[src/rtl/inst_fetch_pkg.sv]
// -----------------------------------------------------------------------------
// inst_fetch_pkg
//   Shared definitions for the instruction fetch stage: reset level, common
//   word constants, bus widths, the fetch FSM state encoding and a small pc
//   alignment helper.
//
//   Optional feature macro used by the fetch stage: INST_FETCH_ALIGN_CHECK_EN
// -----------------------------------------------------------------------------
package inst_fetch_pkg;

    // Reset level and common constants
    localparam logic        RstEnable   = 1'b1;
    localparam logic [31:0] ZeroWord    = 32'h0000_0000;

    // Bus widths
    localparam int          InstAddrBus = 32;
    localparam int          InstBus     = 32;

    // Fetch FSM state encoding
    localparam logic [1:0]  IDLE        = 2'd0;
    localparam logic [1:0]  REQ         = 2'd1;
    localparam logic [1:0]  HOLD        = 2'd2;

    // Clears the byte-offset bits so a pc always names a whole word.
    function automatic logic [InstAddrBus-1:0] word_align(input logic [InstAddrBus-1:0] addr);
        return {addr[InstAddrBus-1:2], 2'b00};
    endfunction

endpackage

[src/rtl/pc_reg.sv]
// -----------------------------------------------------------------------------
// pc_reg
//   Program counter register with its next-pc mux. Priority: reset, branch
//   redirect, sequential advance, hold. Arithmetic is plain 32-bit modulo, so
//   0xFFFF_FFFC + 4 wraps to 0 with no flag.
//   Without INST_FETCH_ALIGN_CHECK_EN every value loaded into the pc has its
//   low two bits forced to zero; with it, misaligned targets are kept so the
//   fetch stage can raise an address exception.
//
// Ports
//   clk     : clock, rising edge
//   rst     : synchronous active-high reset
//   branch  : load target this cycle
//   target  : redirect address
//   advance : step pc by PC_STEP this cycle
//   pc      : current fetch address
// -----------------------------------------------------------------------------
module pc_reg
    import inst_fetch_pkg::*;
#(
    parameter logic [31:0] RESET_VECTOR = 32'h0000_0000,
    parameter logic [31:0] PC_STEP      = 32'd4
) (
    input  logic                   clk,
    input  logic                   rst,
    input  logic                   branch,
    input  logic [InstAddrBus-1:0] target,
    input  logic                   advance,
    output logic [InstAddrBus-1:0] pc
);

    logic [InstAddrBus-1:0] pc_val_reg;
    logic [InstAddrBus-1:0] pc_mux;
    logic [InstAddrBus-1:0] pc_next;
    logic [InstAddrBus-1:0] reset_value;

    always_comb begin
        pc_mux = pc_val_reg;
        if (branch) begin
            pc_mux = target;
        end else if (advance) begin
            pc_mux = pc_val_reg + PC_STEP;
        end
    end

`ifdef INST_FETCH_ALIGN_CHECK_EN
    assign pc_next     = pc_mux;
    assign reset_value = RESET_VECTOR;
`else
    assign pc_next     = word_align(pc_mux);
    assign reset_value = word_align(RESET_VECTOR);
`endif

    always_ff @(posedge clk) begin
        if (rst == RstEnable) begin
            pc_val_reg <= reset_value;
        end else begin
            pc_val_reg <= pc_next;
        end
    end

    assign pc = pc_val_reg;

endmodule

[src/rtl/inst_fetch.sv]
// -----------------------------------------------------------------------------
// inst_fetch
//   Instruction fetch stage. Issues one memory request per cycle while in REQ
//   (zero-wait memory gives one instruction per cycle), buffers a returned
//   word in HOLD when downstream stalls, and redirects on a decode branch.
//   Branch beats stall and beats a same-cycle rom_ack (that word is dropped).
//
//   Optional feature: INST_FETCH_ALIGN_CHECK_EN adds if_excp_adel. A
//   misaligned pc in REQ is then presented as an exception (if_inst = 0,
//   if_valid = 1, if_excp_adel = 1) and the stage parks in HOLD until the
//   next branch.
//
// Ports
//   clk, rst         : clock (rising edge), synchronous active-high reset
//   stall_i          : downstream cannot accept an instruction this cycle
//   branch_flag_i    : redirect request from decode
//   branch_target_i  : redirect address
//   rom_ce, rom_addr : instruction memory request (decoded from state and pc)
//   rom_ack, rom_data: memory response, may arrive in the request cycle
//   if_pc, if_inst   : presented instruction and its address (registered)
//   if_valid         : if_pc/if_inst hold a real instruction (registered)
//   if_excp_adel     : address-error exception (only with the macro)
// -----------------------------------------------------------------------------
module inst_fetch
    import inst_fetch_pkg::*;
#(
    parameter logic [31:0] RESET_VECTOR = 32'h0000_0000,
    parameter logic [31:0] PC_STEP      = 32'd4
) (
    input  logic                   clk,
    input  logic                   rst,
    input  logic                   stall_i,
    input  logic                   branch_flag_i,
    input  logic [InstAddrBus-1:0] branch_target_i,
    output logic                   rom_ce,
    output logic [InstAddrBus-1:0] rom_addr,
    input  logic                   rom_ack,
    input  logic [InstBus-1:0]     rom_data,
    output logic [InstAddrBus-1:0] if_pc,
    output logic [InstBus-1:0]     if_inst,
`ifdef INST_FETCH_ALIGN_CHECK_EN
    output logic                   if_excp_adel,
`endif
    output logic                   if_valid
);

    logic [1:0]             state_reg;
    logic [InstAddrBus-1:0] pc;
    logic [InstAddrBus-1:0] if_pc_reg;
    logic [InstBus-1:0]     if_inst_reg;
    logic                   if_valid_reg;
    logic [InstAddrBus-1:0] buf_pc_reg;
    logic [InstBus-1:0]     buf_inst_reg;
    logic                   adel_reg;
    logic                   misaligned;
    logic                   in_req;
    logic                   advance;

`ifdef INST_FETCH_ALIGN_CHECK_EN
    assign misaligned = (pc[1:0] != 2'b00);
`else
    assign misaligned = 1'b0;
`endif

    assign in_req = (state_reg == REQ);

    // A request is only live in REQ with an aligned pc; reset kills it
    // immediately so nothing is issued while rst is high.
    assign rom_ce   = (rst != RstEnable) && in_req && !misaligned;
    assign rom_addr = pc;

    // pc steps whenever a live request is acknowledged and not overridden
    // by reset or a branch (stalled acks still advance; the word is buffered).
    assign advance = (rst != RstEnable) && !branch_flag_i && in_req
                   && !misaligned && rom_ack;

    pc_reg #(
        .RESET_VECTOR (RESET_VECTOR),
        .PC_STEP      (PC_STEP)
    ) u_pc_reg (
        .clk     (clk),
        .rst     (rst),
        .branch  (branch_flag_i),
        .target  (branch_target_i),
        .advance (advance),
        .pc      (pc)
    );

    always_ff @(posedge clk) begin
        if (rst == RstEnable) begin
            state_reg    <= IDLE;
            if_pc_reg    <= ZeroWord;
            if_inst_reg  <= ZeroWord;
            if_valid_reg <= 1'b0;
            buf_pc_reg   <= ZeroWord;
            buf_inst_reg <= ZeroWord;
            adel_reg     <= 1'b0;
        end else if (branch_flag_i) begin
            // Redirect: drop any buffered word and any pending exception.
            state_reg    <= REQ;
            if_valid_reg <= 1'b0;
            buf_pc_reg   <= ZeroWord;
            buf_inst_reg <= ZeroWord;
            adel_reg     <= 1'b0;
        end else begin
            case (state_reg)
                IDLE: begin
                    state_reg <= REQ;
                end
                REQ: begin
                    if (misaligned) begin
                        if_pc_reg    <= pc;
                        if_inst_reg  <= ZeroWord;
                        if_valid_reg <= 1'b1;
                        adel_reg     <= 1'b1;
                        state_reg    <= HOLD;
                    end else if (rom_ack) begin
                        if (!stall_i) begin
                            if_pc_reg    <= pc;
                            if_inst_reg  <= rom_data;
                            if_valid_reg <= 1'b1;
                        end else begin
                            buf_pc_reg   <= pc;
                            buf_inst_reg <= rom_data;
                            state_reg    <= HOLD;
                        end
                    end else if (!stall_i) begin
                        if_valid_reg <= 1'b0;
                    end
                end
                HOLD: begin
                    // An exception parks here until a branch arrives.
                    if (!adel_reg && !stall_i) begin
                        if_pc_reg    <= buf_pc_reg;
                        if_inst_reg  <= buf_inst_reg;
                        if_valid_reg <= 1'b1;
                        state_reg    <= REQ;
                    end
                end
                default: begin
                    state_reg <= IDLE;
                end
            endcase
        end
    end

    assign if_pc    = if_pc_reg;
    assign if_inst  = if_inst_reg;
    assign if_valid = if_valid_reg;

`ifdef INST_FETCH_ALIGN_CHECK_EN
    assign if_excp_adel = adel_reg;
`endif

endmodule

[config.mk]
export PLATFORM = sky130hd
export DESIGN_NAME = inst_fetch
export DESIGN_NICKNAME = d
export VERILOG_FILES = /design/src/rtl/inst_fetch_pkg.sv /design/src/rtl/pc_reg.sv /design/src/rtl/inst_fetch.sv
export SDC_FILE = /design/constraint.sdc
export NUM_CORES = 1
export LEC_CHECK = 0
export ABC_AREA = 1
export CAP_MARGIN = 5
export CORE_MARGIN = 2
export CORE_UTILIZATION = 35
export CTS_BUF_LIST = sky130_fd_sc_hd__clkbuf_4 sky130_fd_sc_hd__clkbuf_8
export CTS_CLUSTER_SIZE = 8
export DETAILED_ROUTE_END_ITERATION = 7
export PLACE_DENSITY_LB_ADDON = 0.05
export SETUP_SLACK_MARGIN = 0.02
export SYNTH_ARGS = -nofsm -noshare
export SYNTH_HDL_FRONTEND = slang
export SYNTH_SLANG_ARGS = --single-unit
[constraint.sdc]
create_clock -name clk -period 1.8 [get_ports clk]
set_clock_uncertainty 0.2 [all_clocks]
set_input_delay 0.54 -clock clk [delete_from_list [all_inputs] [get_ports clk]]
set_output_delay 0.54 -clock clk [all_outputs]
set_load 0.02 [all_outputs]
==> results.cfg <==
[run_status]
status = complete, but fails checks
violated_checks = negative setup slack

[synth]
netlist.area_leader.share = 0.441
ys_seq_area_frac = 0.441
async_flop_share = 0
syn-instance-count = 1000
synthMostInstantiatedCell = sky130_fd_sc_hd__nand2_1
synth_edf_count = 0
netlist-cell-type-count = 33
ys_ff_latch = 157
post_synth.cell_area_avg_um2 = 7.12
synth_area_leader_cell = sky130_fd_sc_hd__dfxtp_1
mappedNetlistArea_um2 = 7120
synth.top_cells.by_area = sky130_fd_sc_hd__dfxtp_1 (44%), sky130_fd_sc_hd__nand2_1 (14%), sky130_fd_sc_hd__o21ai_0 (8.5%)
post_synth_most_frequent_cells = sky130_fd_sc_hd__nand2_1 (266), sky130_fd_sc_hd__dfxtp_1 (157), sky130_fd_sc_hd__nor2_1 (125), sky130_fd_sc_hd__o21ai_0 (121), sky130_fd_sc_hd__a31oi_1 (71)
yosysWarnings = 0
synth-main-ff-cell = sky130_fd_sc_hd__dfxtp_1

[grt]
grt_pass1_wl_um = 40600
gr-usage-all-layers = 0.239
initial_antenna_violation_count = 0
maximum_number_of_pins_on_one_net_before_global_route_repair = 54
grt_pass1_vias = 7377
gr-total-overflow = 0

[critical_path]
worstPathCellList = inv_2 -> ha_4 -> inv_4 -> nor2_4 -> buf_6
worstPathMaxFanout = 2
endpoint_kind = primary output
cp_slowest_stage_delay_ns = 0.33
worstReg2RegEnd = if_pc[31]$_SDFFE_PP0P_
worst-path-buf-inv = 3
reg2reg_depth = 11
path_delay_family = flip-flops
crit_path_required_time_ns = 1.06
startpoint_type = register
crit_arrival_ns = 1.25
worstReg2RegStart = state_reg[1]$_SDFFE_PP0P_
rrSetupSlack_ns = -0.17
critPathKind = reg -> out
timing.critical_path.slowest_stage_cell = sky130_fd_sc_hd__dfxtp_2
crit_cells = 5

[power]
power_density_nw_per_um2 = 739
vdd_drop_max_mv = 0.491
leakage_nw = 4.64

[placement]
place_inst = 1467
placedInstanceArea_um2 = 9690
place.detailed.hpwl_um = 16000
detailedPlace.worstSlack_ns = -0.677
place.gp.congestion = 0.955
port-buffer-count = 160

[cells_and_area]
num-fill-cells = 1894
layout-drive-gt1-share = 0.372
utilization_of_the_core_after_routing = 0.566
final_design_area_no_fill_um2 = 11400
antennaDiodeCount = 0
layoutNonFillerInstCount = 1538
syn_to_final_growth_pct = 59.8
layout.nets = 1329

[routing]
route.detailed.drc = 0
detail_route.vias_per_cell = 4.96
final_antenna_net_count = 0
routed-via-count = 7634
drt_pass1_iterations = 6
drtIter0Drc = 340
drt-total-wl_um = 27200
avgRoutedWirePerCell_um = 17.7

[job]
max_cap_viol_count = 0

[clock_tree]
cts_num_sinks = 157
cts.hold.buffers_added = 0
cts_max_level = 4
number_of_buffers_inserted_during_clock_tree_synthesis = 17
clkTransAtPathRegs_ns = 0.09
worst_skew_pair_later_pin_latency_ns = 0.46
max-clock-path-buffers = 2
cts-root-buf = sky130_fd_sc_hd__clkbuf_8
tritoncts = yes

[sta]
rsz0062_at_grt = true
report.final.setup_viol = 81
timing.final.crit_period_ns = 1.99
fmax_mhz = 503
slew_viol_final = 0
hold_viol = 0
setup_ws_ns = -0.189
min_period_over_period = 1.10

[die]
core_area_um2 = 20100
floorplan.die.width_um = 147
placement_rows = 52
die_area_um2 = 21500
start_util = 0.354
ioPinCount = 167
floorplan.die.height_um = 147

[worst_hold_path]
worstHoldPathCells = 2
min-delay-path-class = reg -> reg
holdCritStartpoint = buf_pc_reg[19]$_SDFFE_PP0P_
worst_hold_path.endpoint = if_pc[19]$_SDFFE_PP0P_
## placed cells by master (no fill, tap or decap), types with 3 or more instances in the layout
cell type	instances
sky130_fd_sc_hd__buf_12	24
sky130_fd_sc_hd__dfxtp_4	9
sky130_fd_sc_hd__clkbuf_8	17
sky130_fd_sc_hd__o21ai_4	9
sky130_fd_sc_hd__nand2_2	9
sky130_fd_sc_hd__buf_2	33
sky130_fd_sc_hd__nand4_1	6
sky130_fd_sc_hd__o21ai_2	49
sky130_fd_sc_hd__a31oi_1	59
sky130_fd_sc_hd__conb_1	4
sky130_fd_sc_hd__buf_6	17
sky130_fd_sc_hd__inv_1	34
sky130_fd_sc_hd__inv_8	3
sky130_fd_sc_hd__a31oi_4	11
sky130_fd_sc_hd__buf_8	3
sky130_fd_sc_hd__inv_6	7
sky130_fd_sc_hd__buf_16	14
sky130_fd_sc_hd__nor2_4	16
sky130_fd_sc_hd__ha_4	3
sky130_fd_sc_hd__a21oi_2	7
sky130_fd_sc_hd__nor2_2	25
sky130_fd_sc_hd__o21ai_1	8
sky130_fd_sc_hd__dfxtp_1	106
sky130_fd_sc_hd__a21oi_1	43
sky130_fd_sc_hd__clkbuf_16	7
sky130_fd_sc_hd__nand3_1	29
sky130_fd_sc_hd__dfxtp_2	42
sky130_fd_sc_hd__xor2_1	5
sky130_fd_sc_hd__inv_4	5
sky130_fd_sc_hd__nand2_1	260
sky130_fd_sc_hd__o21ai_0	65
sky130_fd_sc_hd__inv_2	7
sky130_fd_sc_hd__clkdlybuf4s50_1	65
sky130_fd_sc_hd__buf_4	139
sky130_fd_sc_hd__nor2_1	99
## layout make-up
cell class | count | area, um^2 | area share
multi-input cells | 724 | 4060 | 0.357
clock inverters | 15 | 150 | 0.0132
well taps | 270 | 338 | 0.0297
clock buffers | 17 | 234 | 0.0206
repair buffers | 305 | 3160 | 0.278
inverters | 50 | 210 | 0.0185
flip-flops and latches | 157 | 3230 | 0.284
## logic make-up (layout without fill, tap and decap cells)
kind of cell,after synthesis,in the layout,share of synthesized area
adder cells (fa/ha/maj),5,5,0.00878
buffers and inverters,122,387,0.0820
flip-flops,157,157,0.441
XOR/XNOR,7,7,0.00861
AO/OA/AOI/OAI,255,255,0.195
AND/OR/NAND/NOR,453,453,0.264
other,1,4,0.000526
## power by group
part / internal, mW / total (mW) / switching, mW
Sequential: 3.66 / 3.81 / 0.146
Combinational: 0.919 / 1.92 / 0.997
Clock: 1.14 / 2.69 / 1.55
Total: 5.73 / 8.42 / 2.69
## metal layers
layer	up-vias	wire, um	track usage
met5	-	0	0
met4	0	527	0.0573
met3	32	1070	0.0425
met2	181	12800	0.398
met1	3593	12800	0.321
li1	3828	-	-
## metrics by stage
step	setup TNS (ns)	hold slack (ns)	power (mW)
3_3_place_gp	-73.12	0.246	5.36
5_1_grt	-15.42	0.278	8.78
2_1_floorplan	0	0.240	4.55
3_5_place_dp	-74.03	0.249	5.36
4_1_cts	-7.51	0.264	8.22
6_report	-8.60	0.258	8.42
## how the worst max path moves through the flow
stage	startpoint	end	slack [ns]
after floorplan	state_reg[1]$_SDFFE_PP0P_	u_pc_reg.pc[30]$_SDFFE_PP0P_	0.06
after global placement	rst	rom_ce	-0.67
after detailed placement	rst	rom_ce	-0.68
after CTS	state_reg[1]$_SDFFE_PP0P_	rom_ce	-0.20
after global routing	state_reg[0]$_SDFFE_PP0P_	if_inst[6]$_SDFFE_PP0P_	-0.25
final	state_reg[1]$_SDFFE_PP0P_	rom_ce	-0.19
## repair_timing
action	in CTS	in global routing
gates resized for setup	538	218
setup endpoints to repair	182	159
cloned	15	9
setup buffers	8	13
pin swaps	9	18
## worst min-delay path: stages, from the launching register on
cell and delay, ns:
sky130_fd_sc_hd__dfxtp_1 0.32, sky130_fd_sc_hd__nand2_1 0.05, sky130_fd_sc_hd__a31oi_1 0.07
Note: power is estimated with default switching activity, not from simulation.
